<file path="config.mk">
export PLATFORM = sky130hd
export DESIGN_NAME = cond_flags_unit
export DESIGN_NICKNAME = d
export VERILOG_FILES = /design/src/rtl/cond_flags_unit.sv
export SDC_FILE = /design/constraint.sdc
export NUM_CORES = 1
export LEC_CHECK = 0
export BUFFER_PORTS_ARGS = -buffer_cell sky130_fd_sc_hd__buf_2
export CAP_MARGIN = 25
export CORE_UTILIZATION = 55
export DETAILED_ROUTE_END_ITERATION = 16
export PLACE_DENSITY_LB_ADDON = 0.12
export SLEW_MARGIN = 20
export SYNTH_ARGS = -nofsm -noshare
export SYNTH_HDL_FRONTEND = slang
export SYNTH_SLANG_ARGS = --single-unit
</file>
<file path="constraint.sdc">
create_clock -name clk -period 4.75 [get_ports clk]
set_clock_uncertainty 0.1 [all_clocks]
set_input_delay 0.475 -clock clk [delete_from_list [all_inputs] [get_ports clk]]
set_output_delay 0.475 -clock clk [all_outputs]
set_load 0.01 [all_outputs]
</file>
<file path="src/rtl/cond_flags_unit.sv">
// ============================================================================
// Module  : cond_flags_unit
// Brief   : Holds ZNCV flags, evaluates condition codes, gates write-enables.
// Revision: 1.0 - initial release
// ============================================================================
`default_nettype none

module cond_flags_unit #(
    parameter int          CNT_W     = 16,
    parameter logic [3:0]  FLAGS_RST = 4'b0000
) (
    input  logic             clk,
    input  logic             reset,
    input  logic             in_valid,
    output logic             in_ready,
    input  logic [3:0]       cond,
    input  logic [1:0]       flag_write,
    input  logic [3:0]       alu_flags,
    input  logic             reg_write_in,
    input  logic             mem_write_in,
    input  logic             pc_src_in,
    input  logic             flush,
    output logic             out_valid,
    input  logic             out_ready,
    output logic             cond_ex,
    output logic             reg_write_out,
    output logic             mem_write_out,
    output logic             pc_src_out,
    output logic             illegal_cond,
    output logic [3:0]       flags_q,
    output logic [CNT_W-1:0] squash_cnt
);

    localparam logic [CNT_W-1:0] C_CNT_ONE = {{(CNT_W-1){1'b0}}, 1'b1};
    localparam logic [CNT_W-1:0] C_CNT_MAX = {CNT_W{1'b1}};

    logic             r_out_valid;
    logic             r_cond_ex;
    logic             r_reg_write;
    logic             r_mem_write;
    logic             r_pc_src;
    logic             r_illegal;
    logic [3:0]       r_flags;
    logic [CNT_W-1:0] r_squash;

    logic w_z, w_n, w_c, w_v;
    logic w_pass;
    logic w_illegal;
    logic w_accept;

    assign w_z = r_flags[3];
    assign w_n = r_flags[2];
    assign w_c = r_flags[1];
    assign w_v = r_flags[0];

    always_comb begin
        w_pass    = 1'b0;
        w_illegal = 1'b0;
        case (cond)
            4'b0000: w_pass = w_z;
            4'b0001: w_pass = !w_z;
            4'b0010: w_pass = w_c;
            4'b0011: w_pass = !w_c;
            4'b0100: w_pass = w_n;
            4'b0101: w_pass = !w_n;
            4'b0110: w_pass = w_v;
            4'b0111: w_pass = !w_v;
            4'b1000: w_pass = w_c & !w_z;
            4'b1001: w_pass = !w_c | w_z;
            4'b1010: w_pass = (w_n == w_v);
            4'b1011: w_pass = (w_n != w_v);
            4'b1100: w_pass = !w_z & (w_n == w_v);
            4'b1101: w_pass = w_z | (w_n != w_v);
            4'b1110: w_pass = 1'b1;
            default: begin
                w_pass    = 1'b0;
                w_illegal = 1'b1;
            end
        endcase
    end

    assign in_ready = (!r_out_valid | out_ready) & !flush;
    assign w_accept = in_valid & in_ready;

    always_ff @(posedge clk) begin
        if (reset) begin
            r_out_valid <= 1'b0;
            r_cond_ex   <= 1'b0;
            r_reg_write <= 1'b0;
            r_mem_write <= 1'b0;
            r_pc_src    <= 1'b0;
            r_illegal   <= 1'b0;
            r_flags     <= FLAGS_RST;
            r_squash    <= '0;
        end else if (flush) begin
            r_out_valid <= 1'b0;
            r_cond_ex   <= 1'b0;
            r_reg_write <= 1'b0;
            r_mem_write <= 1'b0;
            r_pc_src    <= 1'b0;
            r_illegal   <= 1'b0;
        end else if (w_accept) begin
            r_out_valid <= 1'b1;
            r_cond_ex   <= w_pass;
            r_reg_write <= reg_write_in & w_pass;
            r_mem_write <= mem_write_in & w_pass;
            r_pc_src    <= pc_src_in & w_pass;
            r_illegal   <= w_illegal;
            // Flags only move for instructions that actually execute.
            if (w_pass && flag_write[1]) begin
                r_flags[3:2] <= alu_flags[3:2];
            end
            if (w_pass && flag_write[0]) begin
                r_flags[1:0] <= alu_flags[1:0];
            end
            if (!w_pass && (r_squash != C_CNT_MAX)) begin
                r_squash <= r_squash + C_CNT_ONE;
            end
        end else if (r_out_valid && out_ready) begin
            r_out_valid <= 1'b0;
            r_cond_ex   <= 1'b0;
            r_reg_write <= 1'b0;
            r_mem_write <= 1'b0;
            r_pc_src    <= 1'b0;
            r_illegal   <= 1'b0;
        end
    end

    assign out_valid     = r_out_valid;
    assign cond_ex       = r_cond_ex;
    assign reg_write_out = r_reg_write;
    assign mem_write_out = r_mem_write;
    assign pc_src_out    = r_pc_src;
    assign illegal_cond  = r_illegal;
    assign flags_q       = r_flags;
    assign squash_cnt    = r_squash;

endmodule

`default_nettype wire

</file>
# Word level (Yosys, flattened, before mapping)
# Cells that the tools add are included.
# totals
in_bits	18
reg_bits	26
elab_cells	65
# op_classes
eq_ne	17
n_addsub	1
bitwise_logic	11
reduce_logical	18
muxes	9
# ops
cell	count
equality test 4 bit, second input constant	7
adder 16 x 1 -> 16 bit, second input constant	1
equality test 4 x 3 -> 1 bit, second input constant	4
!= test 16 bit, second input constant	1
one-hot mux 1 bit (15 select lines)	1
OR reduction 15 bit	1
AND reduction 3 bit	3
equality test 4 x 2 -> 1 bit, second input constant	2
2-to-1 mux 1 bit	8
bitwise AND 1 bit	7
logical NOT 1 bit	7
equality test 4 x 1 -> 1 bit, second input constant	1
logical AND 1 bit	4
logical NOT 4 bit	1
bitwise OR 1 bit	3
nonzero test 2 bit	1
OR reduction 2 bit	1
equality test 1 bit	1
!= test 1 bit	1
inverter 1 bit	1

# Longest topological paths before layout
# Gate-level depths: netlist of run 1.
# depth
depth_word	6
mapped_depth	10
depth_no_buf	6

# Least setup slack after synthesis of run 1
# OpenSTA, ideal clock, no wires.
# synth_path
kind	input-to-reg
startpoint	input port cond[0]
endpoint	register r_squash[11], in the netlist squash_cnt[11]
path_stages	9
setup_slack_ns	2.300
t_arrival_ns	2.226
required_time_ns	4.527
n_path_buf	3
path_cell_list	buf_2 and2_1 a221oi_1 o311ai_1 a311o_1 buf_6 buf_6 nor4_2 mux2_1
# synth_via
elab_chain_len	5
word_cells_on_any_way	19
# synth_lines
item	line	text
from (decl)	16	input logic [3:0] cond,
equality test 4 bit, or another cell as far along	59	case (cond)
one-hot mux 1 bit (15 select lines) *	59	
logical NOT 1 bit *	116	if (!w_pass && (r_squash != C_CNT_MAX)) begin
logical AND 1 bit *	116	
AND reduction 3 bit (no line) *	--	
to (signal assigned)	117	r_squash <= r_squash + C_CNT_ONE;
to (decl)	44	logic [CNT_W-1:0] r_squash;
# Mark *: on every way between the ends. The rest lies on a longest branch, timed or not.
# A chain may end at the register's enable or synchronous reset.

# Final worst setup path of run 1
# layout_path
startpoint	register r_flags[0], in the netlist flags_q[0]
endpoint	register r_squash[0], in the netlist squash_cnt[0]
# layout_via
elab_chain_len	6
word_cells_on_any_way	9
# layout_lines
item	line	text
from (decl)	43	logic [3:0] r_flags;
from (signal assigned)	114	r_flags[1:0] <= alu_flags[1:0];
!= test 1 bit or equality test 1 bit (tied branches)	--	
bitwise OR 1 bit or bitwise AND 1 bit (tied branches)	73, 72	
one-hot mux 1 bit (15 select lines) *	59	
logical NOT 1 bit *	116	
logical AND 1 bit *	116	
AND reduction 3 bit (no line) *	--	
# Marked as above.

==> impl_metrics.ini, run 1 <==
[placed_design]
placed_area_mm2 = 0.00170
port_buffers = 44
dp.cells = 236
pre_cts_ws_ns = 1.86
dp_hpwl_mm = 2.33
gp_congestion = 0.773

[sta]
setup-violations-final = 0
worst_slack_ns = 2.11
fmax_mhz = 379
post-route-min-period_ns = 2.64
slew_viol_final = 0
rsz0062_at_grt = false
tightestPinTransition_ns = 0.980
hold_violations = 0
maxSlewHeadroom = 0.347
setup_tns_ns = 0
timing.final.crit_share = 0.555

[synthesis]
synthesis.nets = 194
synth_largest_area_cell = dfxtp_1
synth_seq_cells = 26
synth.distinct_cells = 42
synth_top_area_share = 0.343
syn_inst = 175
yosysWarnings = 0
syn_area_mm2 = 0.00152
synthTopCellsByArea = dfxtp_1 34%, mux2_2 5.2%, nand2b_1 4.5%
ys_seq_area_frac = 0.343
avgSynthCellArea_um2 = 8.67

[power_and_ir_drop]
p_leak_nw = 0.732
peakVddDrop_v = 0.000210
p_per_area_mw_per_mm2 = 244

[drt]
drc = 0
top_layer_used = met4
ant_nets = 0
met3WireLength_um = 138
drt_iter0_drc = 32
wl_met2_mm = 1.63
wire_per_inst_um = 13.8
dr.pass1.iters = 4
vias = 1424
vias_per_cell = 5.93
finalWirelength_mm = 3.32
m1WireLength_mm = 1.53

[critical_path]
crit_type = register to register
crit_family = compound AO/OA/AOI/OAI gates
worstSetupPathDepth = 6
r2r_cells = 6
worstReg2RegEnd = squash_cnt[0]
path_max_fanout = 28
crit_path_end_kind = register
cpMostUsedCell = xor2_1
rr_startpoint = flags_q[0]
cp_num_buf_inv = 0
slowest_delay_ns = 0.68
worstPathArrival_ns = 2.77
cp.required_ns = 4.88
crit_chain = xor2_1 -> o21bai_1 -> xor2_1 -> a311o_1 -> nor3b_1 -> mux2_2
cpMaxStageDelayCell = a311o_1
reg2reg_setup_slack_ns = 2.11
worst_setup_path_start_kind = register

[worst_hold_path]
worstHoldStart = in_valid
hold_depth = 3
hold-path-endpoint = out_valid
min_path_type = input pin to register

[cells_and_area]
final_nets = 230
final_area_mm2 = 0.00176
num_antenna_cells = 0
drive_above_1_share = 0.290
area_growth_syn_to_layout_pct = 15.7
nFillCells = 214
multi_input_area_um2 = 902
fin_util = 0.690
fin_cells = 240
seq_area_um2 = 520

[die]
initial_utilization = 0.596
die_h_um = 54.5
fp.dieW_um = 54.5
ios = 45
die-area_mm2 = 0.00297
rows = 18
core_area_mm2 = 0.00254

[clock_network]
clk_pin_slew_ns = 0.14
clk_latency_ns = 0.32
cts_setup_buffers = 0
cts_hold_buf = 0
numCtsBuffers = 3
cts_root_buf = clkbuf_4
cts.sink_count = 26
htree_levels = 1
post_cts_resized = 0
clock_path_buffers = 2
cts_tree = yes

[global_routing]
antenna_found_initial = 0
track_usage = 0.227
grt_max_degree = 35
grt_pass1_wl_mm = 4.95
grt_pass1_vias = 1155
grt-ovfl-total = 0

[run]
drv_cap = 0

[status]
status = complete, no violations
-- worst reg2reg max path, delay by kind of cell (launching register included) --
family	cells	cell delay (ns)
flops	1	0.48
compound gates	2	0.78
mux	1	0.37
simple gates	1	0.45
xor+xnor	2	0.37
-- report_power, final --
part	total, mW	switching [mW]	internal (mW)
combinational	0.0516	0.0306	0.0210
clock	0.153	0.0673	0.0853
sequential	0.224	0.00333	0.221
-- cell families after synthesis --
family | Yosys count | synth area share
buffers and inverters | 18 | 0.0627
XOR/XNOR | 3 | 0.0173
AO/OA/AOI/OAI | 27 | 0.128
adder cells (fa/ha/maj) | 1 | 0.00824
multiplexers | 15 | 0.109
flip-flops | 26 | 0.343
AND/OR/NAND/NOR | 85 | 0.332
-- sequential cells by signal, summed over array words and instances, names as in the netlist --
register,count
reg_write_out,1
cond_ex,1
mem_write_out,1
flags_q,4
out_valid,1
squash_cnt,16
illegal_cond,1
pc_src_out,1
-- how the worst max path moves through the flow --
stage	to	startpoint	slack, ns
3_3_place_gp	squash_cnt[0]	cond[2]	1.95
2_1_floorplan	squash_cnt[11]	cond[0]	2.30
6_report	squash_cnt[0]	flags_q[0]	2.11
5_1_grt	flags_q[1]	flags_q[3]	1.92
4_1_cts	squash_cnt[14]	flags_q[0]	2.09
3_5_place_dp	squash_cnt[14]	cond[2]	1.86
-- per-layer routing --
layer,vias up,GRT usage
li1,712,-
met1,667,0.290
met2,43,0.394
met3,2,0.0250
met4,0,0.0726
met5,-,0
-- metrics by stage --
stage / hold WS (ns) / total power, mW
final: 0.285 / 0.428
after detailed placement: 0.352 / 0.280
after global placement: 0.346 / 0.278
after floorplan: 0.376 / 0.270
after CTS: 0.275 / 0.432
after global routing: 0.300 / 0.442
-- synthesized netlist by cell type --
| cell | instances |
|---|---|
| a211oi_1 | 1 |
| a21oi_1 | 9 |
| a221oi_1 | 1 |
| a22oi_1 | 1 |
| a311o_1 | 1 |
| a32oi_1 | 5 |
| and2_1 | 1 |
| and3_1 | 4 |
| and4_1 | 1 |
| and4b_2 | 1 |
| buf_2 | 4 |
| buf_6 | 3 |
| clkbuf_1 | 7 |
| dfxtp_1 | 26 |
| ha_1 | 1 |
| inv_1 | 4 |
| mux2_1 | 1 |
| mux2_2 | 7 |
| mux2_4 | 1 |
| mux2i_1 | 6 |
| nand2_1 | 8 |
| nand2b_1 | 11 |
| nand3_1 | 1 |
| nand3b_1 | 1 |
| nand4_1 | 5 |
| nor2_1 | 18 |
| nor2b_1 | 11 |
| nor3_1 | 6 |
| nor3b_1 | 2 |
| nor3b_2 | 1 |
| nor4_1 | 2 |
| nor4_2 | 1 |
| nor4b_1 | 3 |
| o21bai_1 | 1 |
| o311ai_1 | 1 |
| o31ai_1 | 5 |
| o41ai_1 | 2 |
| or2_2 | 1 |
| or3b_1 | 1 |
| or4_1 | 4 |
| or4b_1 | 2 |
| xor2_1 | 3 |
-- cell usage in the layout (no fill, tap or decap), types with 4 or more instances in the layout --
| cell type | n |
|---|---|
| o31ai_1 | 5 |
| nor3_1 | 6 |
| nand2_1 | 8 |
| a21oi_1 | 9 |
| nand4_1 | 5 |
| mux2_2 | 7 |
| a32oi_1 | 5 |
| nor2_1 | 18 |
| buf_2 | 44 |
| nand2b_1 | 11 |
| inv_1 | 4 |
| and3_1 | 4 |
| nor2b_1 | 11 |
| dfxtp_1 | 26 |
| mux2i_1 | 6 |
| or4_1 | 4 |
-- cell type report --
type                       count  area share
multi-input combinational    131       0.514
sequential                    26       0.297
timing repair buffer          45       0.130
tap                           30      0.0214
clock inverter                 1      0.0171
clock buffer                   3      0.0128
inverter                       4     0.00855
Power figures use the tool's default switching activity.
==> run 2, diff against run 1 <==
--- a/config.mk
+++ b/config.mk
@@ -7,7 +7,7 @@
 export LEC_CHECK = 0
 export BUFFER_PORTS_ARGS = -buffer_cell sky130_fd_sc_hd__buf_2
 export CAP_MARGIN = 25
-export CORE_UTILIZATION = 55
+export CORE_UTILIZATION = 46
 export DETAILED_ROUTE_END_ITERATION = 16
 export PLACE_DENSITY_LB_ADDON = 0.12
 export SLEW_MARGIN = 20
==> constraint.sdc (replaced) <==
create_clock -name clk -period 2.2 [get_ports clk]
set_clock_uncertainty 0.1 [all_clocks]
set_input_delay 0.22 -clock clk [delete_from_list [all_inputs] [get_ports clk]]
set_output_delay 0.22 -clock clk [all_outputs]
set_load 0.01 [all_outputs]
==> run 2 against run 1 <==
Net effect:
- the run now ends with negative setup slack left
- cell count increased by 17%
- sequential cell count unchanged
- largest cell class unchanged
- global-route usage decreased by 1.2 points
- final area increased by 18%
- register-to-register slack got worse by 2.2 ns
- total power increased by 130%
- core utilization decreased by 2.2 points
- clock-buffer cell count unchanged
- via count increased by 9.0%
- clock power increased by 130%
==> impl_metrics.ini, run 2 (synthesis gave the netlist of run 1 again) <==
[global_routing]
grt_pass1_wl_mm = 5.79
antenna_found_initial = 0
gr-usage-met1 = 0.240
grt-ovfl-total = 0
grt_max_degree = 35
top_usage_layer = met2
use_met3 = 0.0371
grt_util_met2 = 0.387
track_usage = 0.215
grt_pass1_vias = 1427

[worst_hold_path]
hold-path-endpoint = flags_q[0]
worstHoldStart = alu_flags[0]
hold_depth = 3
min_path_type = input pin to register

[placed_design]
pre_cts_ws_ns = -0.211
gp_congestion = 0.919
dp.cells = 275
port_buffers = 44
dp_hpwl_mm = 2.65

[critical_path]
worstPathArrival_ns = 2.46
reg2reg_setup_slack_ns = -0.11
worst_setup_path_start_kind = register
rr_startpoint = flags_q[2]
path_max_fanout = 24
r2r_cells = 7
crit_path_end_kind = register
worstReg2RegEnd = squash_cnt[8]
crit_type = register to register
cp.required_ns = 2.35

[status]
violations = negative setup slack
status = finished with violations

[cells_and_area]
fin_cells = 280
area_growth_syn_to_layout_pct = 36.6
final_common_cell = buf_2
nFillCells = 297
num_antenna_cells = 0
final_nets = 256
largest_reg_flops = 16
fin_util = 0.668
drive_above_1_share = 0.415
layout_common_cells = 44 x buf_2, 25 x buf_4, 22 x dfxtp_1, 18 x nor2_1

[clock_network]
htree_levels = 1
clk_pin_slew_ns = 0.15
clock_path_buffers = 2
numCtsBuffers = 3
cts_setup_buffers = 0
cts.sink_count = 26
cts_tree = yes
clk_latency_ns = 0.34
cts_root_buf = clkbuf_4

[sta]
timing.final.crit_share = 1.05
maxSlewHeadroom = 0.645
worst_slack_ns = -0.106
rsz0062_at_grt = true
slew_viol_final = 0
tightestPinTransition_ns = 0.533
hold_slack_ns = 0.00246
hold_violations = 0
post-route-min-period_ns = 2.31
setup-violations-final = 14
fmax_mhz = 434

[die]
initial_utilization = 0.489
fp.dieW_um = 59.4
die_h_um = 59.4
ios = 45
rows = 20
core_area_mm2 = 0.00310
die-area_mm2 = 0.00353

[power_and_ir_drop]
seq_power_share = 0.488
clockPowerShare = 0.350
intPower_uw = 736
p_leak_nw = 0.879
peakVddDrop_v = 0.000329
p_sw_uw = 248
switching_share = 0.252
p_per_area_mw_per_mm2 = 474
p_comb_frac = 0.162

[drt]
ant_nets = 0
drt_iter0_drc = 83
dr.pass1.iters = 4
vias_per_cell = 5.54
wire_per_inst_um = 13.4
drc = 0
finalWirelength_mm = 3.75
vias = 1552

[run]
drv_cap = 0
run 2: how the worst max path moves through the flow:
stage                              from              to  slack (ns)
after floorplan           squash_cnt[0]  squash_cnt[15]       0.008
after global placement          cond[2]  squash_cnt[14]        -0.1
after detailed placement        cond[2]  squash_cnt[14]       -0.21
after CTS                    flags_q[2]  squash_cnt[14]       -0.10
after global routing         flags_q[2]   squash_cnt[8]       -0.19
final                        flags_q[2]   squash_cnt[8]       -0.11
run 2: critical path: stages (launching register included):
cell,delay [ns]
dfxtp_4,0.40
mux2_4,0.26
a32oi_1,0.17
o311ai_1,0.13
a311o_1,0.34
buf_12,0.18
nor4_4,0.31
mux2_4,0.33
run 2: power groups by stage:
| stage | combinational, mW | sequential (mW) | clock [mW] |
|---|---|---|---|
| 6_report | 0.159 | 0.480 | 0.345 |
| 5_1_grt | 0.173 | 0.481 | 0.361 |
| 4_1_cts | 0.155 | 0.481 | 0.342 |
| 3_5_place_dp | 0.150 | 0.492 | 0 |
| 3_3_place_gp | 0.144 | 0.491 | 0 |
| 2_1_floorplan | 0.0891 | 0.496 | 0 |
run 2: layer usage:
layer / vias up / wire length [um]
li1: 762 / -
met1: 730 / 1600
met2: 51 / 1920
met3: 9 / 155
met4: 0 / 74
met5: - / 0
run 2: area by class of cell:
type                    count  area (um2)  share of cell area
multi-input cells         131         982               0.474
flip-flops and latches     26         531               0.256
repair buffers             71         438               0.211
well taps                  44        55.1              0.0266
clock inverters             1        30.0              0.0145
clock buffers               3        22.5              0.0109
inverters                   4        15.0             0.00724
run 2: repair_timing:
action / 4_1_cts / 5_1_grt
endpoints found under the hold margin: 1 / 0
pin swaps: 0 / 0
endpoints found under the setup margin: 15 / 20
resized for setup: 6 / 8
hold buffers: 1 / 0
run 2: through the flow:
stage / TNS (ns) / area (um2) / total power, mW
floorplan: 0 / 1540 / 0.585
global placement: -0.383 / 1940 / 0.635
detailed placement: -1.52 / 1940 / 0.642
CTS: -0.835 / 2030 / 0.977
global route: -2.50 / 2070 / 1.02
finish: -0.948 / 2070 / 0.984
==> run 3, diff against run 2 <==
--- a/config.mk
+++ b/config.mk
@@ -7,8 +7,10 @@
 export LEC_CHECK = 0
 export BUFFER_PORTS_ARGS = -buffer_cell sky130_fd_sc_hd__buf_2
 export CAP_MARGIN = 25
+export CORE_ASPECT_RATIO = 0.8
 export CORE_UTILIZATION = 46
 export DETAILED_ROUTE_END_ITERATION = 16
+export GPL_ROUTABILITY_DRIVEN = 0
 export PLACE_DENSITY_LB_ADDON = 0.12
 export SLEW_MARGIN = 20
 export SYNTH_ARGS = -nofsm -noshare
==> constraint.sdc (replaced) <==
create_clock -name clk -period 2.2 [get_ports clk]
set_clock_uncertainty 0.1 [all_clocks]
set_input_delay 0.44 -clock clk [delete_from_list [all_inputs] [get_ports clk]]
set_output_delay 0.44 -clock clk [all_outputs]
set_load 0.01 [all_outputs]
==> run 3 against run 2 <==
Net effect:
- routed wire length increased by 0.72%
- die area about the same
- critical endpoint is now squash_cnt[11]
- first-iteration DRC count up 8.4%
- clock-buffer cell count rose by 1
- via count is 0.52% lower
- largest cell class unchanged
- total power fell by 3.9%
- critical path type unchanged
- clock power is 12% lower
- largest power group unchanged
- final area rose by 0.54%
- fmax rose by 2.6%
- the run still ends with negative setup slack left
- non-clock buffer count decreased by 1
==> impl_metrics.ini, run 3 (synthesis gave the netlist of run 1 again) <==
[sta]
maxSlewHeadroom = 0.627
fmax_mhz = 445
post-route-min-period_ns = 2.25
worst_slack_ns = -0.0475
rsz0062_at_grt = true
setup-violations-final = 14
hold_violations = 0
tightestPinTransition_ns = 0.560
timing.final.crit_share = 1.02
slew_viol_final = 0

[global_routing]
grt_pass1_wl_mm = 5.99
grt_pass1_vias = 1396
track_usage = 0.224
antenna_found_initial = 0
grt_max_degree = 35
grt-ovfl-total = 0

[power_and_ir_drop]
power_uw = 945
p_per_area_mw_per_mm2 = 453
p_comb_frac = 0.168
seq_power_share = 0.509
peakVddDrop_v = 0.000328
clockPowerShare = 0.323
switching_share = 0.248
p_sw_uw = 235
intPower_uw = 711
p_leak_nw = 0.875

[die]
die-area_mm2 = 0.00353
rows = 18
core_area_mm2 = 0.00311
die_h_um = 53.4
initial_utilization = 0.488
ios = 45
fp.dieW_um = 66.2

[clock_network]
clock_path_buffers = 2
cts_hold_buf = 0
cts_tree = yes
cts.sink_count = 26
numCtsBuffers = 3
cts_root_buf = clkbuf_8
cts_setup_buffers = 0
clk_latency_ns = 0.27
htree_levels = 1
clk_pin_slew_ns = 0.09

[critical_path]
rr_startpoint = flags_q[0]
reg2reg_setup_slack_ns = -0.05
worstReg2RegEnd = squash_cnt[11]
cp.required_ns = 2.26
worstPathArrival_ns = 2.30
path_max_fanout = 23
r2r_cells = 8
worst_setup_path_start_kind = register
crit_path_end_kind = register
crit_type = register to register

[placed_design]
dp.cells = 271
dp_hpwl_mm = 2.73
port_buffers = 44

[cells_and_area]
final_nets = 255
area_growth_syn_to_layout_pct = 37.3
largest_reg_flops = 16
num_antenna_cells = 0
layout_common_cells = 44 x buf_2, 25 x buf_4, 23 x dfxtp_1, 18 x nor2_1, 11 x nor2b_1
drive_above_1_share = 0.447
final_common_cell = buf_2
fin_cells = 275

[status]
status = finished with violations
violations = negative setup slack

[worst_hold_path]
hold_depth = 3
min_path_type = input pin to register
worstHoldStart = in_valid
hold-path-endpoint = out_valid

[drt]
finalWirelength_mm = 3.78
ant_nets = 0
vias = 1544
drc = 0
drt_iter0_drc = 90
vias_per_cell = 5.61
wire_per_inst_um = 13.7
dr.pass1.iters = 4

[run]
drv_cap = 0
run 3: worst max path at each step:
stage | to | start | cells after the start | slack (ns)
final | squash_cnt[11] | flags_q[0] | 8 | -0.05
after global routing | squash_cnt[11] | flags_q[2] | 7 | -0.15
after CTS | squash_cnt[8] | flags_q[2] | 7 | -0.08
after detailed placement | squash_cnt[8] | cond[2] | 8 | -0.35
after global placement | squash_cnt[8] | cond[2] | 8 | -0.29
after floorplan | squash_cnt[11] | cond[2] | 9 | -0.21
run 3: power groups by stage:
stage                     registers (mW)  logic [mW]  clock network [mW]
after floorplan                    0.495      0.0902                   0
after global placement             0.491       0.145                   0
after detailed placement           0.492       0.151                   0
after CTS                          0.480       0.154               0.320
after global routing               0.482       0.172               0.339
final                              0.481       0.159               0.305
run 3: per-layer routing:
layer | global-route usage | up-vias | routed length, um
met5 | 0 | - | 0
met2 | 0.412 | 47 | 1860
met1 | 0.259 | 733 | 1700
met3 | 0.0539 | 6 | 179
li1 | - | 758 | -
met4 | 0.0638 | 0 | 38
run 3: metrics by stage:
stage                     setup TNS, ns   util  setup slack [ns]  area, um2  hold slack (ns)
after floorplan                   -1.86      -            -0.208       1530            0.376
after global placement            -3.56  0.620            -0.286       1930            0.337
after detailed placement          -4.91  0.620            -0.351       1930            0.351
after CTS                        -0.396  0.650           -0.0778       2020            0.290
after global routing              -2.15  0.671            -0.150       2080            0.314
final                            -0.322  0.671           -0.0475       2080            0.291
run 3: layout make-up:
class                      count  area (um2)
clock buffer                   4        55.1
fill                         261        1020
inverter                       4        15.0
multi-input combinational    131        1010
sequential                    26         527
tap                           40        50.0
timing repair buffer          70         428
run 3: worst max-delay path, stage by stage (launching register included):
cell and delay, ns:
dfxtp_2 0.41, buf_4 0.14, nor4b_1 0.04, a211oi_1 0.22
nor3b_1 0.08, a311o_1 0.36, buf_12 0.17, nor4_2 0.27
mux2_1 0.35
run 3: what timing repair did:
action                                  4_1_cts  5_1_grt
endpoints found under the setup margin       19       20
gates resized for setup                       9       12
gates cloned                                  0        0
